File: config.mk
export PLATFORM = sky130hd
export DESIGN_NAME = fpm_arbiter
export DESIGN_NICKNAME = d
export VERILOG_FILES = /design/src/rtl/fpm_arbiter.sv
export SDC_FILE = /design/constraint.sdc
export NUM_CORES = 1
export LEC_CHECK = 0
export ABC_AREA = 1
export BUFFER_PORTS_ARGS = -buffer_cell sky130_fd_sc_hd__buf_2
export CAP_MARGIN = 10
export CORE_AREA = 5 5 157 159
export CTS_CLUSTER_DIAMETER = 120
export DETAILED_ROUTE_END_ITERATION = 8
export DIE_AREA = 0 0 162 164
export SYNTH_ARGS = -nofsm -noshare
export SYNTH_HDL_FRONTEND = slang
export SYNTH_SLANG_ARGS = --single-unit
File: constraint.sdc
create_clock -name clk -period 3 [get_ports clk]
set_input_delay 0.45 -clock clk [delete_from_list [all_inputs] [get_ports clk]]
set_output_delay 0.45 -clock clk [all_outputs]
set_load 0.01 [all_outputs]
File: src/rtl/fpm_arbiter.sv
// Shares one external floating-point multiplier among NREQ requesters.
// Fixed-priority grant by default; define FPM_ARB_RR_EN for round-robin arbitration.
module fpm_arbiter #(
   parameter int unsigned NREQ = 4
) (
   input  logic                 clk,
   input  logic                 rst,
   input  logic [NREQ-1:0]      req_valid,
   output logic [NREQ-1:0]      req_ready,
   input  logic [32*NREQ-1:0]   req_in1,
   input  logic [32*NREQ-1:0]   req_in2,
   input  logic [NREQ-1:0]      req_add1,
   input  logic [NREQ-1:0]      req_add2,
   output logic [NREQ-1:0]      rsp_valid,
   input  logic [NREQ-1:0]      rsp_ready,
   output logic [31:0]          rsp_data,
   output logic                 rsp_add,
   output logic [31:0]          mul_in1,
   output logic [31:0]          mul_in2,
   output logic                 mul_add1,
   output logic                 mul_add2,
   input  logic [31:0]          mul_out,
   input  logic                 mul_addout,
   output logic                 busy
);

   localparam int unsigned GW = (NREQ > 1) ? $clog2(NREQ) : 1;
   localparam logic [NREQ-1:0] ONE = {{(NREQ-1){1'b0}}, 1'b1};

   typedef enum logic [1:0] {
      S_IDLE = 2'd0,
      S_EXEC = 2'd1,
      S_RESP = 2'd2
   } state_t;

   state_t          r_state;
   logic [GW-1:0]   r_gid;
   logic [31:0]     r_in1;
   logic [31:0]     r_in2;
   logic            r_add1;
   logic            r_add2;
   logic [31:0]     r_res;
   logic            r_res_add;

   logic [NREQ-1:0] w_gnt_oh;
   logic [GW-1:0]   w_gid;
   logic [31:0]     w_sel_in1;
   logic [31:0]     w_sel_in2;
   logic            w_sel_add1;
   logic            w_sel_add2;
   logic            w_fire;
   logic            w_rsp_take;

`ifdef FPM_ARB_RR_EN
   logic [GW-1:0]   r_ptr;
   logic [NREQ-1:0] w_rot;
   logic [NREQ-1:0] w_low;

   // Rotate requests so the pointer lane sits at bit 0, take the lowest, rotate back.
   assign w_rot    = NREQ'({req_valid, req_valid} >> r_ptr);
   assign w_low    = w_rot & (~w_rot + ONE);
   assign w_gnt_oh = NREQ'(({w_low, w_low} << r_ptr) >> NREQ);
`else
   assign w_gnt_oh = req_valid & (~req_valid + ONE);
`endif

   assign w_sel_add1 = |(req_add1 & w_gnt_oh);
   assign w_sel_add2 = |(req_add2 & w_gnt_oh);

   // One-hot grant to index and operand mux.
   always_comb begin
      w_gid     = '0;
      w_sel_in1 = '0;
      w_sel_in2 = '0;
      for (int unsigned k = 0; k < NREQ; k++) begin
         if (w_gnt_oh == (ONE << k)) begin
            w_gid     = GW'(k);
            w_sel_in1 = req_in1[32*k +: 32];
            w_sel_in2 = req_in2[32*k +: 32];
         end
      end
   end

   // req_ready is the only combinational output; reset gates it immediately.
   assign req_ready  = (r_state == S_IDLE && !rst) ? w_gnt_oh : '0;
   assign w_fire     = |(req_valid & req_ready);
   assign w_rsp_take = |(rsp_ready & (ONE << r_gid));

   always_ff @(posedge clk or posedge rst) begin
      if (rst) begin
         r_state   <= S_IDLE;
         r_gid     <= '0;
         r_in1     <= '0;
         r_in2     <= '0;
         r_add1    <= 1'b0;
         r_add2    <= 1'b0;
         r_res     <= '0;
         r_res_add <= 1'b0;
`ifdef FPM_ARB_RR_EN
         r_ptr     <= '0;
`endif
      end else begin
         case (r_state)
            S_IDLE: begin
               if (w_fire) begin
                  r_in1   <= w_sel_in1;
                  r_in2   <= w_sel_in2;
                  r_add1  <= w_sel_add1;
                  r_add2  <= w_sel_add2;
                  r_gid   <= w_gid;
`ifdef FPM_ARB_RR_EN
                  r_ptr   <= (w_gid == GW'(NREQ - 1)) ? '0 : w_gid + GW'(1);
`endif
                  r_state <= S_EXEC;
               end
            end
            S_EXEC: begin
               r_res     <= mul_out;
               r_res_add <= mul_addout;
               r_state   <= S_RESP;
            end
            S_RESP: begin
               if (w_rsp_take) r_state <= S_IDLE;
            end
            default: r_state <= S_IDLE;
         endcase
      end
   end

   assign mul_in1   = r_in1;
   assign mul_in2   = r_in2;
   assign mul_add1  = r_add1;
   assign mul_add2  = r_add2;
   assign rsp_data  = r_res;
   assign rsp_add   = r_res_add;
   assign rsp_valid = (r_state == S_RESP) ? (ONE << r_gid) : '0;
   assign busy      = (r_state != S_IDLE);

endmodule

After elaboration in Yosys (flattened, before gate mapping)
Index checks and enable logic that the tools add are counted.

Logic and storage cells: 50. Bits in registers: 103.

Bitwise gates (word level): 6. Equality and inequality tests: 8. $add $sub $neg: 1. Reduce and logical (&&, ||, !) cells: 10. Muxes and demuxes: 16. Shift-type cells: 1.

Operators by type and width (count): 32-bit two-way mux (8); 4-bit AND (5); 4-bit OR reduction (4); 2-bit two-way mux (4); 4-bit two-way mux (2); 2-bit one-hot mux with 3 select lines (1); 4-bit by 1-bit adder with 4-bit output, second input constant (1); 4-bit by 1-bit == test with 1-bit output, second input constant (1); 4-bit by 2-bit == test with 1-bit output, second input constant (1); 4-bit by 3-bit == test with 1-bit output, second input constant (1); 4-bit == test, second input constant (1); 2-bit != test, second input constant (2); 4-bit NOT (1); 2-bit AND reduction (2); 1-bit by 2-bit << shifter with 4-bit output, first input constant (1); 2-bit by 1-bit == test with 1-bit output, second input constant (1); 2-bit == test, second input constant (1); 2-bit logical NOT (1); 2-bit nonzero test (1); 1-bit logical AND (1); 1-bit logical NOT (1); 1-bit two-way mux (1).

Longest topological paths before layout
Word-level depth: 8. Depth in mapped cells: 10.

Least setup slack after synthesis
No wires, ideal clock.

Kind: input-to-output. Start: input req_valid[1]. End: output req_ready[2]. Required time: 2.550 ns. Path slack: 1.187 ns. Cell stages on the path: 4. Data arrival time: 1.363 ns. Cell sequence: buf_4 buf_4 buf_2 nor4_1.

Cells in the longest elaborated chain, start to end: 4.

RTL lines: from (decl) (line 8) `input logic [NREQ-1:0] req_valid,`; 4-bit NOT (line 64) `assign w_gnt_oh = req_valid & (~req_valid + ONE);`; 4-bit by 1-bit adder with 4-bit output (line 64); 4-bit AND (line 64); 4-bit two-way mux (line 85) `assign req_ready = (r_state == S_IDLE && !rst) ? w_gnt_oh : '0;`; to (decl) (line 9) `output logic [NREQ-1:0] req_ready,`.

Every way passes these cells.

Worst setup path in the final report
Start: input req_valid[2]. End: output req_ready[3].

The elaborated chain is that of the path after synthesis.

==> out/qor.yml <==
slowest_stage: "inv_2"
max_freq_mhz: 464
cts.sinks: 103
tightest_slew_ns: 0.853
internal_power_uw: 3880
timing.slew.headroom_pct: 43.1
route.met3.wl_um: 2100
cts_resized: 0
final.fill_count: 2530
grt_antenna_before_repair: 5
wl_met1_um: 10700
crit_type: "input port to output pin"
post-cts-setup-buffers: 0
tns_ns: 0
cp-end-kind: "output pin"
finalPower_uw: 6390
p_seq_share_pct: 37.5
drt_first_pass_iters: 7
maxCapViolations: 0
h-tree-depth: 3
cp_num_buf_inv: 4
dpl.hpwl_um: 19800
cts_made_buffers: 9
timing.final.crit_period_ns: 2.15
cts_tree: "built"
place_congestion: 0.832
grt_remaining_overflow: 0
worstPathRequired_ns: 2.55
hold_buffers: 0
dieArea_sq_um: 26600
ys_ff_latch: 103
p_per_area_nw_per_um2: 714
path_clk_slew_ns: 0.08
die_width_um: 162
core_sq_um: 23100
viasPerCell: 4.79
grt_start_max_net_pins: 68
drv_slew: 0
period_share_pct: 71.8
peakVddDrop_uv: 297
die_h_um: 164
p_clk_share_pct: 20.2
areaGrowthSynthToFinish_pct: 39.6
p_sw_share_pct: 39.3
num_rows: 56
clk_latency_ns: 0.35
maxUsedRoutingLayer: "met5"
ys_types: 21
p_sw_uw: 2510
initial_core_util_pct: 27.7
syn_inst: 911
portBuffers: 414
wl_per_cell_um: 16.6
syn-num-nets: 1218
fin_skew_ns: 0.00640
path_delay_family: "buffers and inverters"
crit_arrival_ns: 1.70
path_max_fanout: 23
syn_avg_cell_area_sq_um: 7.04
wl_met2_um: 12700
worst_setup_path_start_kind: "input port"
cts_buffer_depth: 2
mostFrequentLayoutCells: "buf_2, nand2_1, nand3_1"
setup_viol: 0
grt_usage_pct: 19.1
drive_gt1_share_pct: 38.1
grt_pass1_vias: 7488
rsz0062_at_grt: "false"
power_frac_comb_pct: 42.3
cts-root-buf: "clkbuf_16"
drc: 0
hold_ws_ns: 0.247
netlist_area_sq_um: 6420
final_common_cell: "buf_2"
drtIter0Drc: 387
cp_common_cell: "buf_2"
finalInstanceArea_sq_um: 8960
slowest_delay_ns: 0.40
final_antenna_net_count: 0
p_leak_uw: 0.00514
run_status: "completed"
crit_chain: "buf_2 -> inv_2 -> buf_4 -> nand3_1 -> nor2_1 -> buf_2"
ios: 415
ys_seq_area_share_pct: 40.2
synth_warnings: 0
vias: 7546
final_nets: 1584
hold_violations: 0
grt_pass1_wl_um: 39800
drt_wl_total_um: 26200
placed_cell_area_sq_um: 8630
hold_class: "input port to asynchronous set/reset pin"
cells by family after synthesis:
kind of cell	after synthesis	synth area share [%]
AO/OA/AOI/OAI	4	0.351
multiplexers	33	5.79
flip-flops	103	40.2
buffers and inverters	153	10.5
AND/OR/NAND/NOR	618	43.2
power by group through the flow:
stage	clock (uW)	sequential (uW)	combinational, uW
4_1_cts	1350	2400	2770
2_1_floorplan	0	2730	1160
3_5_place_dp	0	2420	2770
3_3_place_gp	0	2410	2730
6_report	1290	2400	2700
5_1_grt	1390	2490	3010
layer usage:
metal / global-route usage [%] / vias to the layer above
met2: 32.4 / 349
met4: 7.00 / 2
met1: 23.6 / 3436
met3: 4.94 / 36
met5: 0 / -
li1: - / 3723
registers in the layout (all words and copies together) (netlist names):
signal	count
mul_in1	32
mul_in2	32
rsp_data	32
r_gid	2
r_state	2
mul_add1	1
mul_add2	1
rsp_add	1
cell usage after synthesis (all sizes together):
| master | instances | area share (%) |
|---|---|---|
| clkbuf | 15 | 0.88 |
| o211ai | 1 | 0.12 |
| nand3b | 1 | 0.12 |
| inv | 76 | 4.4 |
| nor3 | 4 | 0.31 |
| buf | 62 | 5.2 |
| nand4 | 67 | 6.5 |
| dfrtp | 103 | 40 |
| nand2 | 336 | 20 |
| nor4 | 1 | 0.098 |
| mux2 | 33 | 5.8 |
| nor2 | 6 | 0.60 |
| nand3 | 203 | 16 |
| o21ai | 3 | 0.23 |
stage by stage:
stage          setup slack (ns)  util, %  std cells
6_report                  0.847     38.8       1575
5_1_grt                   0.744     38.8       1575
4_1_cts                   0.842     38.7       1572
3_5_place_dp              0.844     37.3       1556
3_3_place_gp              0.866     37.3       1556
2_1_floorplan              1.19        -        911
final timing paths:
kind                               from            to  slack [ns]  cells past startpoint
setup / recovery           req_valid[2]  req_ready[3]        0.85                      6
hold / removal                      rst      r_gid[0]        0.25                      3
setup reg to reg             r_state[0]    mul_in1[9]        1.40                      8
hold reg to reg              mul_in2[4]    mul_in2[4]        0.48                      2
max in group asynchronous           rst   mul_in2[13]        2.10                      3
min in group clk            mul_out[10]  rsp_data[10]        0.32                      2
layout make-up:
class | count | area [sq um] | share of cell area (%)
Antenna cell | 3 | 7.51 | 0.0838
Clock buffer | 9 | 225 | 2.51
Clock inverter | 7 | 100 | 1.12
Inverter | 76 | 289 | 3.23
Multi-Input combinational cell | 655 | 3170 | 35.3
Sequential cell | 103 | 2580 | 28.8
Tap cell | 290 | 363 | 4.05
Timing Repair Buffer | 432 | 2230 | 24.9
worst register-to-register path, cell delays in order (launching register included):
cell and delay, ns:
dfrtp_1 0.40, inv_1 0.06, nand2_1 0.05, nor2_1 0.23, nand2_2 0.10, inv_2 0.24, buf_4 0.30, nand2_1 0.10
nand2_1 0.06
(Power assumes the default switching activity.)
